--- src/rtl/multi_cycle_control.sv ---
// Purpose : multi-cycle FSM controller sequencing IF/ID/EXE/MEM/WB for the CPU datapath.
// Latency : 2 cycles (NOP), 3 (beq), 4 (ALU ops, sw), 5 (lw); HALT holds until reset.
// Backpressure: none -- the controller free-runs, and only reset leaves HALT.
//
// Ports:
//   clk, reset          clock and asynchronous active-high reset
//   opcode              instruction[31:26], sampled on the edge that leaves IF
//   zero                ALU zero flag, used only in EXE of beq
//   PCWre ... PCSrc     datapath enables and selects, combinational from state/op_q
//   state, halted       debug view of the FSM
//   retired             count of retired instructions, wraps at all-ones
module multi_cycle_control #(
   parameter int CNT_W = 16
) (
   input  logic             clk,
   input  logic             reset,
   input  logic [5:0]       opcode,
   input  logic             zero,
   output logic             PCWre,
   output logic             IRWre,
   output logic             RegWre,
   output logic             RegOut,
   output logic             Extsel,
   output logic             ALUSrcB,
   output logic [2:0]       ALUOp,
   output logic             ALUM2Reg,
   output logic             DataMemRW,
   output logic             PCSrc,
   output logic [2:0]       state,
   output logic             halted,
   output logic [CNT_W-1:0] retired
);

   typedef enum logic [2:0] {
      S_IF   = 3'b000,
      S_ID   = 3'b001,
      S_EXE  = 3'b010,
      S_MEM  = 3'b011,
      S_WB   = 3'b100,
      S_HALT = 3'b101
   } state_t;

   localparam logic [5:0] OP_ADD  = 6'b000000;
   localparam logic [5:0] OP_ADDI = 6'b000001;
   localparam logic [5:0] OP_SUB  = 6'b000010;
   localparam logic [5:0] OP_ORI  = 6'b010000;
   localparam logic [5:0] OP_AND  = 6'b010001;
   localparam logic [5:0] OP_OR   = 6'b010010;
   localparam logic [5:0] OP_MOVE = 6'b100000;
   localparam logic [5:0] OP_SW   = 6'b100110;
   localparam logic [5:0] OP_LW   = 6'b100111;
   localparam logic [5:0] OP_BEQ  = 6'b110000;
   localparam logic [5:0] OP_HALT = 6'b111111;

   state_t           state_q, state_d;
   logic [5:0]       op_q, op_d;
   logic [CNT_W-1:0] retired_q, retired_d;

   // Static decode of the latched opcode; only applied to outputs in EXE/MEM/WB.
   logic       known;
   logic [2:0] alu_dec;
   logic       srcb_dec;
   logic       ext_dec;
   logic       rd_dst;

   always_comb begin
      known    = 1'b1;
      alu_dec  = 3'b000;
      srcb_dec = 1'b0;
      ext_dec  = 1'b1;
      rd_dst   = 1'b0;
      case (op_q)
         OP_ADD:  rd_dst = 1'b1;
         OP_ADDI: srcb_dec = 1'b1;
         OP_SUB:  begin alu_dec = 3'b001; rd_dst = 1'b1; end
         OP_ORI:  begin alu_dec = 3'b011; srcb_dec = 1'b1; ext_dec = 1'b0; end
         OP_AND:  begin alu_dec = 3'b100; ext_dec = 1'b0; rd_dst = 1'b1; end
         OP_OR:   begin alu_dec = 3'b011; ext_dec = 1'b0; rd_dst = 1'b1; end
         OP_MOVE: rd_dst = 1'b1;
         OP_SW:   srcb_dec = 1'b1;
         OP_LW:   srcb_dec = 1'b1;
         OP_BEQ:  alu_dec = 3'b001;
         OP_HALT: known = 1'b1;
         default: known = 1'b0;
      endcase
   end

   always_comb begin
      state_d   = state_q;
      op_d      = op_q;
      PCWre     = 1'b0;
      IRWre     = 1'b0;
      RegWre    = 1'b0;
      RegOut    = 1'b0;
      Extsel    = 1'b0;
      ALUSrcB   = 1'b0;
      ALUOp     = 3'b000;
      ALUM2Reg  = 1'b0;
      DataMemRW = 1'b0;
      PCSrc     = 1'b0;
      halted    = 1'b0;

      case (state_q)
         S_IF: begin
            IRWre   = 1'b1;
            op_d    = opcode;
            state_d = S_ID;
         end
         S_ID: begin
            if (op_q == OP_HALT) begin
               state_d = S_HALT;
            end else if (!known) begin
               // Unknown opcode retires as a 2-cycle NOP.
               PCWre   = 1'b1;
               state_d = S_IF;
            end else begin
               state_d = S_EXE;
            end
         end
         S_EXE: begin
            ALUOp   = alu_dec;
            ALUSrcB = srcb_dec;
            Extsel  = ext_dec;
            if (op_q == OP_BEQ) begin
               PCWre   = 1'b1;
               PCSrc   = zero;
               state_d = S_IF;
            end else if (op_q == OP_LW || op_q == OP_SW) begin
               state_d = S_MEM;
            end else begin
               state_d = S_WB;
            end
         end
         S_MEM: begin
            ALUOp   = alu_dec;
            ALUSrcB = srcb_dec;
            Extsel  = ext_dec;
            if (op_q == OP_SW) begin
               DataMemRW = 1'b1;
               PCWre     = 1'b1;
               state_d   = S_IF;
            end else begin
               state_d   = S_WB;
            end
         end
         S_WB: begin
            ALUOp    = alu_dec;
            ALUSrcB  = srcb_dec;
            Extsel   = ext_dec;
            RegWre   = 1'b1;
            RegOut   = rd_dst;
            ALUM2Reg = (op_q == OP_LW);
            PCWre    = 1'b1;
            state_d  = S_IF;
         end
         S_HALT: begin
            halted = 1'b1;
         end
         default: begin
            // Unused encodings recover to fetch.
            state_d = S_IF;
         end
      endcase
   end

   // Exactly one PCWre pulse marks the end of each retired instruction.
   always_comb begin
      retired_d = retired_q;
      if (PCWre) begin
         retired_d = retired_q + CNT_W'(1);
      end
   end

   always_ff @(posedge clk or posedge reset) begin
      if (reset) begin
         state_q   <= S_IF;
         op_q      <= 6'b000000;
         retired_q <= '0;
      end else begin
         state_q   <= state_d;
         op_q      <= op_d;
         retired_q <= retired_d;
      end
   end

   assign state   = state_q;
   assign retired = retired_q;

endmodule

--- config.mk ---
export PLATFORM = sky130hd
export DESIGN_NAME = multi_cycle_control
export DESIGN_NICKNAME = d
export VERILOG_FILES = /design/src/rtl/multi_cycle_control.sv
export SDC_FILE = /design/constraint.sdc
export NUM_CORES = 1
export LEC_CHECK = 0
export ABC_AREA = 0
export BUFFER_PORTS_ARGS = -buffer_cell sky130_fd_sc_hd__buf_2
export CAP_MARGIN = 20
export CORE_AREA = 2 2 84 86
export CTS_CLUSTER_DIAMETER = 60
export CTS_CLUSTER_SIZE = 40
export DETAILED_ROUTE_END_ITERATION = 10
export DIE_AREA = 0 0 86 88
export SLEW_MARGIN = 20
export SYNTH_ARGS = -nofsm -noshare
export SYNTH_HDL_FRONTEND = slang
export SYNTH_SLANG_ARGS = --single-unit
--- constraint.sdc ---
create_clock -name clk -period 5.5 [get_ports clk]
set_clock_uncertainty 0.15 [all_clocks]
set_input_delay 1.1 -clock clk [delete_from_list [all_inputs] [get_ports clk]]
set_output_delay 1.1 -clock clk [all_outputs]
set_load 0.02 [all_outputs]
[Word level (Yosys, flattened, before mapping)]
Cells that the tools add are included.
Operators by class
  add/subtract/negate cells: 1
  $mul: 0
  div/mod/pow operators: 0
  $lt $le $gt $ge: 0
  equal/unequal tests: 15
  shift-type cells: 0
  muxes and demuxes: 27
  bitwise gates (word level): 0
  reductions and logical operators: 10
Operator list (count)
  $eq 6x6->1 const B: 5
  $eq 6x5->1 const B: 3
  $mux 1: 18
  $add 16x1->16 const B: 1
  $mux 3: 5
  $pmux 3 s5: 1
  $reduce_or 11->1: 1
  $pmux 3 s3: 1
  $eq 3x2->1 const B: 2
  $eq 3x3->1 const B: 2
  $eq 6x1->1 const B: 1
  $eq 6x2->1 const B: 1
  $logic_not 6->1: 1
  $reduce_or 3->1: 2
  $reduce_or 5->1: 1
  $pmux 1 s4: 1
  $reduce_or 2->1: 2
  $reduce_or 4->1: 1
  $eq 3x1->1 const B: 1
  $logic_not 3->1: 1
  $mux 2: 1
  $logic_or 1x1->1: 1
Storage, ports and cells
  register bits: 25
  latch bits: 0
  memory bits (writable): 0
  memory bits (read-only): 0
  bits of input ports: 9
  word-level logic and storage cells: 56
  memories: 0

[Depth between registers and ports, before layout]
  depth after elaboration: 6
  gate-level depth with buffers: 7
  gate-level depth less buffers: 5

[Worst setup path after synthesis]
No wires, ideal clock.
  path kind: register to output
  start: register state_q[1], in the netlist state[1]
  end: output port ALUOp[0]
  data arrival time: 2.601 ns
  data required time: 4.250 ns
  path slack: 1.649 ns
  stages on the path, launching flop included: 7
  path buffers: 1
  cells stage by stage: dfrtp_1 -> buf_2 -> nand2b_1 -> nor2_1 -> a21oi_1 -> nand2b_1 -> a2111oi_0
On the way
  cells in the longest elaborated chain, start to end: 3
RTL lines
  start: declaration: RTL line 55  | state_t state_q, state_d;
  start signal: assignment: RTL line 180  | state_q <= state_d;
  $eq 3x2->1 / $eq 3x3->1 (equally long branches): RTL line 103  | case (state_q)
  $reduce_or 3->1 (no line) *
  $mux 3 *: RTL line 103
  end: declaration: RTL line 25  | output logic [2:0] ALUOp,
Every way passes the cells marked *; elsewhere a longest branch is shown, timed or not.

[Worst setup path after layout]
  start: register op_q[1]
  end: output port PCWre
On the way
  cells in the longest elaborated chain, start to end: 6
RTL lines
  start: declaration: RTL line 56  | logic [5:0] op_q, op_d;
  start signal: assignment: RTL line 181  | op_q <= op_d;
  $eq 6x6->1 (tied with other cells): RTL line 72, 110
  $reduce_or 11->1 (no line)
  $mux 1: RTL line 72  | case (op_q)
  $mux 1: RTL line 112  | end else if (!known) begin
  $mux 1: RTL line 110  | if (op_q == OP_HALT) begin
  $pmux 1 s4 *: RTL line 103
  end: declaration: RTL line 19  | output logic PCWre,
Marks and branches as above.

==> reports/qor.tcl <==
set qor(ctsLongestPathBuffers) 2
set qor(number_of_design_rule_violations_left_after_detail_routing) 0
set qor(synth_area_leaders) {dfrtp_1, xor2_1, a21oi_2, mux2_2, nor4_4}
set qor(synth-warning-count) 0
set qor(clk-insertion-delay-late_ns) 0.26
set qor(holdBufCountCts) 0
set qor(power_density_nw_per_um2) 487.3
set qor(worstMarginPinSlew_ns) 0.9166
set qor(post_cts_resized) 0
set qor(grt_antenna_before_repair) 0
set qor(power_leakage_nw) 0.8800
set qor(cts.reportedPaths.clkPinSlew_ns) 0.08
set qor(synth_top_area_cell) {dfrtp_1}
set qor(post_route_cells_drive_above_1_share) 0.3690
set qor(yosys.area.top_type_share) 0.4055
set qor(slew_viol_final) 0
set qor(worstHoldPathType) {reg2reg}
set qor(postSynth.topFlopCell) {dfrtp_1}
set qor(wire_length_of_the_first_global_routing_pass_um) 5485
set qor(fin_setup_tns_ns) 0
set qor(area_growth_syn_to_layout_pct) 19.14
set qor(most_common_cell_in_the_synthesized_netlist) {dfrtp_1}
set qor(globalRouteOverflowTotal) 0
set qor(die-area_sq_um) 7568
set qor(finalNetCount) 198
set qor(place_congestion) 0.7291
set qor(groute.usage.overall) 0.09024
set qor(synth.lib_cells_used.distinct) 44
set qor(drt.antenna.violating_nets) 0
set qor(arrival_ns) 2.27
set qor(placement.cell_area_sq_um) 1793
set qor(finalWirelength_um) 3356
set qor(clock-root-buffer) {clkbuf_8}
set qor(hpwlAfterDp_um) 2525
set qor(io_pins) 41
set qor(drt_iter0_drc) 36
set qor(dieHeight_um) 88
set qor(syn_avg_cell_area_sq_um) 10.22
set qor(chipWidth_um) 86
set qor(startpoint_type) {register}
set qor(critical_setup_path_class) {reg2out}
set qor(post-place-cells) 263
set qor(ys_seq_elements) 25
set qor(status) {complete, no violations}
set qor(place_worst_setup_slack_ns) 2.284
set qor(worst_path_maximum_fanout) 15
set qor(rsz0062_at_grt) {no}
set qor(cts_setup_buffers) 0
set qor(fmax_mhz) 283.7
set qor(syn-num-nets) 161
set qor(synthArstFlopShare) 1.000
set qor(core_sq_um) 6644
set qor(worst_ir_drop_vdd_mv) 0.1959
set qor(synth-seq-area-share) 0.4055
set qor(synth_area_sq_um) 1543
set qor(maximum_number_of_pins_on_one_net_before_global_route_repair) 26
set qor(num_antenna_cells) 0
set qor(floorplan.initialDensity) 0.2322
set qor(cts_tree) {built}
set qor(report.final.hold_viol_count) 0
set qor(cap_violations) 0
set qor(drt_pre_antenna_iters) 4
set qor(placement_rows) 30
set qor(layout_filler_cell_count) 699
set qor(routed_via_density) 4.622
set qor(ys_top_cells_by_count) {dfrtp_1, xor2_1, a21oi_2}
set qor(io_buffers) 40
set qor(synth_edf_count) 0
set qor(setup_slack_ns) 1.975
set qor(finalWorstPathRequiredPeriod_ns) 3.525
set qor(final_cell_area_sq_um) 1838
set qor(wl_per_cell_um) 12.57
set qor(number_of_standard_cells_in_the_layout_taps_in_and_fillers_out) 267
set qor(clock-sinks) 25
set qor(clock_tree.htree_level_count) 1
set qor(timing.critical_path.required_ns) 4.25
set qor(critical_path.endpoint_type) {output port}
set qor(slew_headroom) 0.3851
set qor(tritoncts.num_buffers) 3
set qor(detailroute.via_count) 1234
set qor(synthCells) 151
set qor(first_global_vias) 1095
set qor(setup_viol_count_final) 0
set qor(period_share) 0.6409
[power by group]
group          switching [W]  leakage (nW)  internal [W]
logic               0.000266         0.534      0.000182
registers           0.000103         0.324      0.000237
clock network      0.0000565        0.0228     0.0000518
total               0.000426         0.880      0.000470
[through the flow]
stage / total power (W) / util / hold WS, ns
after floorplan: 0.0006999 / - / 0.4270
after global placement: 0.0007882 / 0.2699 / 0.3233
after detailed placement: 0.0007943 / 0.2699 / 0.3171
after CTS: 0.0009085 / 0.2766 / 0.3296
after global routing: 0.0009715 / 0.2766 / 0.3382
final: 0.0008957 / 0.2766 / 0.3265
[sequential cells by signal (all words and copies together) (netlist names)]
signal	cells
state	3
op_q	6
retired	16
[worst paths after layout]
check                                         from                 endpoint  slack [ns]  cells after the start
max                            op_q[1]$_DFFE_PP0P_                    PCWre        1.98                      5
min                        retired[15]$_DFFE_PP0P_  retired[15]$_DFFE_PP0P_        0.33                      1
max reg2reg                    op_q[1]$_DFFE_PP0P_   retired[1]$_DFFE_PP0P_        3.10                      5
min reg2reg                retired[15]$_DFFE_PP0P_  retired[15]$_DFFE_PP0P_        0.33                      1
max in group asynchronous                    reset   retired[2]$_DFFE_PP0P_        4.02                      2
min in group asynchronous                    reset     state[2]$_DFFE_PP0N_        0.76                      2
[logic make-up after synthesis]
kind of cell             Yosys count  share of synthesized area
multiplexers                       6                    0.04622
AO/OA/AOI/OAI                     33                     0.1671
AND/OR/NAND/NOR                   57                     0.2352
XOR/XNOR                          16                    0.09084
buffers and inverters             13                    0.04703
adder cells (fa/ha/maj)            1                   0.008109
flip-flops                        25                     0.4055
[layer usage]
layer  global-route usage  vias to the layer above  wire length (um)
met2               0.1297                       26              1472
met4              0.02165                        0                27
li1                     -                      612                 -
met5                    0                        -                 0
met3              0.02451                        4               157
met1               0.1336                      592              1699
[cells in the final DEF (no fill, tap or decap), types with 2 or more instances in the layout]
| master | instances |
|---|---|
| nor3_1 | 4 |
| nand3_1 | 7 |
| and3_1 | 4 |
| a21oi_1 | 8 |
| nand3b_1 | 3 |
| o21ai_0 | 2 |
| nand2_1 | 9 |
| nand2b_1 | 4 |
| inv_1 | 3 |
| a21oi_2 | 10 |
| and4_1 | 2 |
| dfrtp_1 | 25 |
| o21a_1 | 3 |
| nor2b_1 | 2 |
| nor4_4 | 2 |
| nand4_1 | 5 |
| buf_2 | 40 |
| nor2_1 | 7 |
| mux2_2 | 5 |
| xor2_1 | 15 |
| clkbuf_8 | 3 |
[worst max-delay path, stage by stage (launching register included)]
cell and delay, ns:
dfrtp_1 0.48, or3_1 0.43, a31o_1 0.27, a31oi_4 0.53, nand2_4 0.11, buf_2 0.18
[cell type report]
| cell class | count | area (sq um) | area share |
|---|---|---|---|
| tap | 80 | 100.1 | 0.05446 |
| clock buffer | 4 | 45.04 | 0.02451 |
| inverter | 4 | 15.01 | 0.008169 |
| multi-input combinational | 113 | 844.6 | 0.4595 |
| sequential | 25 | 625.6 | 0.3404 |
| timing repair buffer | 41 | 207.7 | 0.1130 |
Note: power is estimated with default switching activity, not from simulation.
